$ cat src/rtl/tm1638_responder_if.sv
// tm1638_responder_if
// Three-wire TM1638 serial link (STB/CLK/DIO) between the board controller
// (master) and the responder model (slave).
//   sio_clk      serial clock, driven by the master
//   sio_stb      strobe, active low, driven by the master
//   sio_data_in  DIO as seen on the wire, driven by the master
//   sio_data_out DIO value returned by the slave during key reads
//   sio_data_oe  slave DIO output enable
interface tm1638_responder_if;
  logic sio_clk;
  logic sio_stb;
  logic sio_data_in;
  logic sio_data_out;
  logic sio_data_oe;

  modport master (
    output sio_clk, sio_stb, sio_data_in,
    input  sio_data_out, sio_data_oe
  );

  modport slave (
    input  sio_clk, sio_stb, sio_data_in,
    output sio_data_out, sio_data_oe
  );
endinterface

$ cat src/rtl/tm1638_responder.sv
// tm1638_responder
// Responder end of a TM1638 serial link. Decodes data, address and
// display-control commands into a 16-byte display RAM and returns four
// key-scan bytes on read commands.
// Ports:
//   clock, reset     system clock, asynchronous active-high reset
//   sio              serial link (slave modport of tm1638_responder_if)
//   keys[7:0]        key states, 1 = pressed
//   hgfedcba[63:0]   digit n segments = RAM[2n] at [8n+7:8n]
//   ledr[7:0]        bit n = RAM[2n+1] bit 0
//   display_on       display-control bit 3
//   brightness[2:0]  display-control bits 2:0
//   frame_done       one-cycle pulse per synchronized STB rise
//   protocol_error   sticky framing/command error flag
// Optional feature: define TM1638_RESPONDER_CHECK_EN to build the protocol
// checker; otherwise protocol_error is tied low.
module tm1638_responder #(
  parameter int SYNC_STAGES = 2
) (
  input  logic              clock,
  input  logic              reset,
  tm1638_responder_if.slave sio,
  input  logic [7:0]        keys,
  output logic [63:0]       hgfedcba,
  output logic [7:0]        ledr,
  output logic              display_on,
  output logic [2:0]        brightness,
  output logic              frame_done,
  output logic              protocol_error
);

  typedef enum logic [2:0] {ST_IDLE, ST_CMD, ST_WDATA, ST_RDATA, ST_SKIP} state_t;

  logic [SYNC_STAGES-1:0] clk_sync_reg, stb_sync_reg, din_sync_reg;
  logic                   clk_prev_reg, stb_prev_reg;
  // Edges are masked until the synchronizers have refilled after reset, so a
  // reset taken mid-frame does not fake an STB fall and the frame resumes
  // only at the next real STB fall.
  logic [SYNC_STAGES:0]   warm_reg;

  state_t      state_reg, state_next;
  logic [2:0]  bit_cnt_reg;
  logic [7:0]  shift_reg;
  logic [3:0]  addr_reg;
  logic        fixed_reg;
  logic [7:0]  ram_reg [16];
  logic        display_on_reg;
  logic [2:0]  brightness_reg;
  logic        data_out_reg, data_oe_reg, frame_done_reg;
  logic [5:0]  rd_cnt_reg;      // bits driven this read frame, saturates at 63
  logic [7:0]  rd_byte_reg;

  logic clk_s, stb_s, din_s, edges_ok;
  logic clk_rise, clk_fall, stb_rise, stb_fall;
  logic bit_event, byte_done;
  logic [7:0] byte_val;
  logic [1:0] rd_idx;
  logic [7:0] key_byte;

  assign clk_s    = clk_sync_reg[SYNC_STAGES-1];
  assign stb_s    = stb_sync_reg[SYNC_STAGES-1];
  assign din_s    = din_sync_reg[SYNC_STAGES-1];
  assign edges_ok = warm_reg[SYNC_STAGES];
  assign clk_rise = edges_ok &  clk_s & ~clk_prev_reg;
  assign clk_fall = edges_ok & ~clk_s &  clk_prev_reg;
  assign stb_rise = edges_ok &  stb_s & ~stb_prev_reg;
  assign stb_fall = edges_ok & ~stb_s &  stb_prev_reg;

  always_ff @(posedge clock or posedge reset) begin
    if (reset) begin
      clk_sync_reg <= '1;
      stb_sync_reg <= '1;
      din_sync_reg <= '1;
      clk_prev_reg <= 1'b1;
      stb_prev_reg <= 1'b1;
      warm_reg     <= '0;
    end else begin
      clk_sync_reg <= {clk_sync_reg[SYNC_STAGES-2:0], sio.sio_clk};
      stb_sync_reg <= {stb_sync_reg[SYNC_STAGES-2:0], sio.sio_stb};
      din_sync_reg <= {din_sync_reg[SYNC_STAGES-2:0], sio.sio_data_in};
      clk_prev_reg <= clk_s;
      stb_prev_reg <= stb_s;
      warm_reg     <= {warm_reg[SYNC_STAGES-1:0], 1'b1};
    end
  end

  // An STB rise in the same cycle as a CLK edge wins; the bit is dropped.
  assign bit_event = clk_rise & ~stb_rise & (state_reg != ST_IDLE);
  assign byte_done = bit_event & (bit_cnt_reg == 3'd7);
  assign byte_val  = {din_s, shift_reg[7:1]};   // LSB first: new bit enters at the top

  // Key byte n carries keys[n] in bit 0 and keys[n+4] in bit 4.
  assign rd_idx   = rd_cnt_reg[4:3];
  assign key_byte = {3'b000, keys[{1'b1, rd_idx}], 3'b000, keys[{1'b0, rd_idx}]};

  always_ff @(posedge clock or posedge reset) begin
    if (reset) state_reg <= ST_IDLE;
    else       state_reg <= state_next;
  end

  always_comb begin
    state_next = state_reg;
    if (stb_rise) begin
      state_next = ST_IDLE;
    end else begin
      case (state_reg)
        ST_IDLE: if (stb_fall) state_next = ST_CMD;
        ST_CMD: begin
          if (byte_done) begin
            case (byte_val[7:6])
              2'b01:   state_next = byte_val[1] ? ST_RDATA : ST_SKIP;
              2'b11:   state_next = ST_WDATA;
              default: state_next = ST_SKIP;
            endcase
          end
        end
        default: state_next = state_reg;
      endcase
    end
  end

  always_ff @(posedge clock or posedge reset) begin
    if (reset) begin
      bit_cnt_reg    <= '0;
      shift_reg      <= '0;
      addr_reg       <= '0;
      fixed_reg      <= 1'b0;
      for (int i = 0; i < 16; i++) ram_reg[i] <= '0;
      display_on_reg <= 1'b0;
      brightness_reg <= '0;
      data_out_reg   <= 1'b1;
      data_oe_reg    <= 1'b0;
      frame_done_reg <= 1'b0;
      rd_cnt_reg     <= '0;
      rd_byte_reg    <= '0;
    end else begin
      frame_done_reg <= stb_rise;
      if (stb_rise) begin
        // Frame end: release DIO and discard any partial byte.
        data_oe_reg  <= 1'b0;
        data_out_reg <= 1'b1;
        bit_cnt_reg  <= '0;
      end else begin
        if (state_reg == ST_IDLE && stb_fall) begin
          bit_cnt_reg <= '0;
          rd_cnt_reg  <= '0;
        end
        if (bit_event) begin
          shift_reg   <= byte_val;
          bit_cnt_reg <= bit_cnt_reg + 3'd1;
        end
        if (byte_done && state_reg == ST_CMD) begin
          case (byte_val[7:6])
            2'b01: fixed_reg <= byte_val[2];
            2'b10: begin
              display_on_reg <= byte_val[3];
              brightness_reg <= byte_val[2:0];
            end
            2'b11:   addr_reg <= byte_val[3:0];
            default: ;
          endcase
        end
        if (byte_done && state_reg == ST_WDATA) begin
          ram_reg[addr_reg] <= byte_val;
          if (!fixed_reg) addr_reg <= addr_reg + 4'd1;
        end
        if (clk_fall && state_reg == ST_RDATA) begin
          data_oe_reg <= 1'b1;
          if (rd_cnt_reg[5]) begin
            data_out_reg <= 1'b0;
          end else if (rd_cnt_reg[2:0] == 3'd0) begin
            // Snapshot keys once per byte so the byte is self-consistent.
            rd_byte_reg  <= key_byte;
            data_out_reg <= key_byte[0];
          end else begin
            data_out_reg <= rd_byte_reg[rd_cnt_reg[2:0]];
          end
          if (rd_cnt_reg != 6'h3F) rd_cnt_reg <= rd_cnt_reg + 6'd1;
        end
      end
    end
  end

  assign sio.sio_data_out = data_out_reg;
  assign sio.sio_data_oe  = data_oe_reg;
  assign display_on       = display_on_reg;
  assign brightness       = brightness_reg;
  assign frame_done       = frame_done_reg;

  genvar gi;
  generate
    for (gi = 0; gi < 8; gi++) begin : g_out
      logic [6:0] led_hi_unused;
      assign hgfedcba[8*gi +: 8] = ram_reg[2*gi];
      assign ledr[gi]            = ram_reg[2*gi+1][0];
      assign led_hi_unused       = ram_reg[2*gi+1][7:1];
    end
  endgenerate

`ifdef TM1638_RESPONDER_CHECK_EN
  logic err_reg;
  logic err_event;

  // A read byte is "received" only once all 32 key bits have been returned
  // and a further full byte is clocked; the 32nd rise itself is legal.
  always_comb begin
    err_event = 1'b0;
    if (stb_rise && bit_cnt_reg != 3'd0)                            err_event = 1'b1;
    if (byte_done && state_reg == ST_RDATA && rd_cnt_reg > 6'd32)    err_event = 1'b1;
    if (byte_done && state_reg == ST_CMD && byte_val[7:6] == 2'b00)  err_event = 1'b1;
    if (stb_rise && state_reg == ST_RDATA && rd_cnt_reg < 6'd32)     err_event = 1'b1;
  end

  always_ff @(posedge clock or posedge reset) begin
    if (reset) err_reg <= 1'b0;
    else       err_reg <= err_reg | err_event;
  end

  assign protocol_error = err_reg;
`else
  assign protocol_error = 1'b0;
`endif

endmodule

$ cat src/flat_wrapper.sv
// flat-port wrapper written by rule: the top's interface ports become plain ports
module tm1638_responder_flat 
#(
  parameter int SYNC_STAGES = 2
)
  (clock, reset, keys, hgfedcba, ledr, display_on, brightness, frame_done, protocol_error, sio_sio_clk, sio_sio_stb, sio_sio_data_in, sio_sio_data_out, sio_sio_data_oe);
  tm1638_responder_if sio_i ();
  input  logic clock;
  input  logic reset;
  input  logic [7:0] keys;
  output logic [63:0] hgfedcba;
  output logic [7:0] ledr;
  output logic display_on;
  output logic [2:0] brightness;
  output logic frame_done;
  output logic protocol_error;
  input wire logic [$bits(sio_i.sio_clk)-1:0] sio_sio_clk;
  input wire logic [$bits(sio_i.sio_stb)-1:0] sio_sio_stb;
  input wire logic [$bits(sio_i.sio_data_in)-1:0] sio_sio_data_in;
  output wire logic [$bits(sio_i.sio_data_out)-1:0] sio_sio_data_out;
  output wire logic [$bits(sio_i.sio_data_oe)-1:0] sio_sio_data_oe;
  assign sio_i.sio_clk = sio_sio_clk;
  assign sio_i.sio_stb = sio_sio_stb;
  assign sio_i.sio_data_in = sio_sio_data_in;
  assign sio_sio_data_out = sio_i.sio_data_out;
  assign sio_sio_data_oe = sio_i.sio_data_oe;
  tm1638_responder #(.SYNC_STAGES(SYNC_STAGES)) u_core (.clock(clock), .reset(reset), .sio(sio_i), .keys(keys), .hgfedcba(hgfedcba), .ledr(ledr), .display_on(display_on), .brightness(brightness), .frame_done(frame_done), .protocol_error(protocol_error));
endmodule
$ cat config.mk
export PLATFORM = sky130hd
export DESIGN_NAME = tm1638_responder_flat
export DESIGN_NICKNAME = d
export VERILOG_FILES = /design/src/rtl/tm1638_responder_if.sv /design/src/rtl/tm1638_responder.sv /design/src/flat_wrapper.sv
export SDC_FILE = /design/constraint.sdc
export NUM_CORES = 1
export LEC_CHECK = 0
export ABC_AREA = 1
export CELL_PAD_IN_SITES_DETAIL_PLACEMENT = 1
export CELL_PAD_IN_SITES_GLOBAL_PLACEMENT = 1
export CORE_ASPECT_RATIO = 0.7
export CORE_UTILIZATION = 38
export DETAILED_ROUTE_END_ITERATION = 7
export HOLD_SLACK_MARGIN = 0.08
export PLACE_DENSITY_LB_ADDON = 0.1
export SLEW_MARGIN = 0
export SYNTH_ARGS = -nofsm -noshare
export SYNTH_HDL_FRONTEND = slang
export SYNTH_SLANG_ARGS = --single-unit
export TNS_END_PERCENT = 30
$ cat constraint.sdc
create_clock -name clock -period 4.6 [get_ports clock]
set_input_delay 0.92 -clock clock [delete_from_list [all_inputs] [get_ports clock]]
set_output_delay 0.92 -clock clock [all_outputs]
set_load 0.02 [all_outputs]
==> flow_metrics.env <==
export IMPL_crit_type="reg -> out"
export IMPL_cp_num_buf_inv=1
export IMPL_ant_nets=0
export IMPL_synth_avg_cell_area_um2=9.74
export IMPL_synthesis_instances=516
export IMPL_mappedNetlistArea_um2=5020
export IMPL_cts_max_path_buffers=2
export IMPL_setup_viol=0
export IMPL_wire_per_inst_um=16.6
export IMPL_post_cts_resized=0
export IMPL_final_cell_area_um2=6660
export IMPL_finalCritPeriodShare=0.529
export IMPL_grt_max_degree=69
export IMPL_postRouteWirelength_mm=13.1
export IMPL_synth_flop_cell="dfrtp_1"
export IMPL_nFillCells=1412
export IMPL_synth_most_common_cell="nand2_1"
export IMPL_slew_viol_final=0
export IMPL_globalRouteTotalUtil=0.210
export IMPL_dieArea_um2=13700
export IMPL_die_y_um=98.2
export IMPL_peakVddDrop_mv=0.278
export IMPL_portBuffers=91
export IMPL_hold_violations=0
export IMPL_slowest_delay_ns=0.59
export IMPL_critPathArrivalTime_ns=1.52
export IMPL_synth_nets=537
export IMPL_coreArea_um2=12600
export IMPL_required_ns=3.68
export IMPL_crit_path_max_fanout=2
export IMPL_critical_path_slowest_cell="clkdlybuf4s50_1"
export IMPL_cap_violations=0
export IMPL_hold_ws_ns=0.351
export IMPL_yosys_area_top_type_share=0.533
export IMPL_worstSkewPairLatency_ns=0.40
export IMPL_yosys_top_cells_area="dfrtp_1 53%, nand2_1 9.3%, dfstp_2 4.7%"
export IMPL_fin_crit_ns=2.44
export IMPL_setup_tns_ns=0
export IMPL_nNetsFinal=634
export IMPL_dp_cells=756
export IMPL_drtIter0Drc=152
export IMPL_p_per_area_nw_per_um2=432
export IMPL_gp_congestion=0.753
export IMPL_cts_num_sinks=116
export IMPL_hold_class="reg -> reg"
export IMPL_synth_top_cell_by_area="dfrtp_1"
export IMPL_drive_above_1_share=0.133
export IMPL_synth_cell_types=31
export IMPL_yosysWarnings=0
export IMPL_power_leakage_nw=3.05
export IMPL_skew_ns=0.00801
export IMPL_placed_area_um2=6040
export IMPL_cp_start_kind="flop"
export IMPL_synth_seq_area_share=0.580
export IMPL_cts_reportedPaths_clkPinSlew_ns=0.06
export IMPL_slew_headroom=0.442
export IMPL_synth_seq_cells=116
export IMPL_grt_pass1_wl_mm=22.2
export IMPL_cp_end_kind="output port"
export IMPL_status="completed"
export IMPL_max_freq_mhz=411
export IMPL_vias_per_cell=4.92
export IMPL_cts_root_buffer="clkbuf_16"
export IMPL_antenna_found_initial=0
export IMPL_firstDrtPassIters=4
export IMPL_cts_tree="done"
export IMPL_io_pins=93
export IMPL_synth_async_reset_ratio=1.00
export IMPL_num_antenna_cells=0
export IMPL_cts_hold_buf=0
export IMPL_start_util=0.398
export IMPL_tightest_slew_ns=0.837
export IMPL_crit_family="buffers and inverters"
export IMPL_rows=34
export IMPL_fin_cells=788
export IMPL_rsz0062_at_grt="false"
export IMPL_dp_hpwl_mm=8.91
export IMPL_gr_total_overflow=0
export IMPL_drcViolationCount=0
export IMPL_fin_util=0.527
export IMPL_crit_chain="clkdlybuf4s50_1"
export IMPL_die_x_um=139
export IMPL_r2r_slack_ns=2.19
export IMPL_h_tree_depth=4
export IMPL_largest_reg_flops=64
export IMPL_synth_edf_count=0
export IMPL_cts_buffers=17
export IMPL_num_vias=3878
export IMPL_synth_commonest_cells="125 x nand2_1, 107 x dfrtp_1, 52 x inv_1, 40 x o21ai_1, 37 x o21ai_0"
export IMPL_syn2layout_area_growth_pct=32.6
export IMPL_grt_pass1_vias=4169
export IMPL_post_cts_setup_buffer_count=0
-- metrics by stage --
step / total power [mW] / setup WS (ns)
2_1_floorplan: 1.37 / 0.622
3_3_place_gp: 1.49 / 2.10
3_5_place_dp: 1.50 / 2.07
4_1_cts: 2.91 / 2.14
5_1_grt: 3.00 / 1.88
6_report: 2.88 / 2.16
-- path summary, 6_finish.rpt --
path,start,to,depth (start not counted)
min in group asynchronous,reset,u_core.warm_reg[0],2
hold / removal,u_core.stb_sync_reg[0],u_core.stb_sync_reg[1],0
setup / recovery,u_core.sio.sio_data_out,sio_sio_data_out,1
hold reg to reg,u_core.stb_sync_reg[0],u_core.stb_sync_reg[1],0
setup reg to reg,u_core.stb_prev_reg,u_core.display_on,9
max in group asynchronous,reset,u_core.sio.sio_data_out,3
-- layer usage --
metal	GRT usage	routed length, um	vias up
met4	0.0462	78	0
met3	0.0525	560	7
met1	0.284	6190	1924
li1	-	-	1878
met2	0.341	6230	69
met5	0	0	-
-- layout make-up --
type	instances	area, um^2	area share
Sequential cell	116	2910	0.437
Clock inverter	12	179	0.0269
Clock buffer	20	447	0.0671
Inverter	55	209	0.0314
Multi-Input combinational cell	330	1780	0.268
Timing Repair Buffer	93	926	0.139
Tap cell	162	203	0.0304
-- cell usage in the layout, fill, tap and decap left out, types with 3 or more instances in the layout --
| cell | instances |
|---|---|
| o21ai_0 | 37 |
| inv_1 | 51 |
| o22ai_1 | 3 |
| clkinvlp_4 | 3 |
| a21oi_1 | 8 |
| o21ai_2 | 24 |
| nand3_1 | 21 |
| dfstp_2 | 9 |
| dfrtp_1 | 107 |
| nor3_1 | 12 |
| nand2_4 | 8 |
| bufinv_16 | 4 |
| nor2_1 | 23 |
| clkdlybuf4s50_1 | 91 |
| ha_1 | 8 |
| nand4_1 | 6 |
| o21ai_1 | 40 |
| nand2_1 | 125 |
| nor2_8 | 3 |
| clkbuf_16 | 17 |
-- power by group --
group,switching (mW),internal [mW]
logic,0.245,0.0842
clock network,0.473,0.922
registers,0.0606,1.09
-- cell families after synthesis --
| group | after synthesis | share of synthesized area |
|---|---|---|
| adders and majority gates | 8 | 0.0199 |
| DFF | 116 | 0.580 |
| buffers and inverters | 70 | 0.0650 |
| and+or+nand+nor | 202 | 0.193 |
| AOI/OAI and AO/OA | 115 | 0.135 |
| muxes | 1 | 0.00199 |
| other | 2 | 0.00149 |
| xor gates and xnor gates | 2 | 0.00349 |
(Power assumes the default switching activity.)
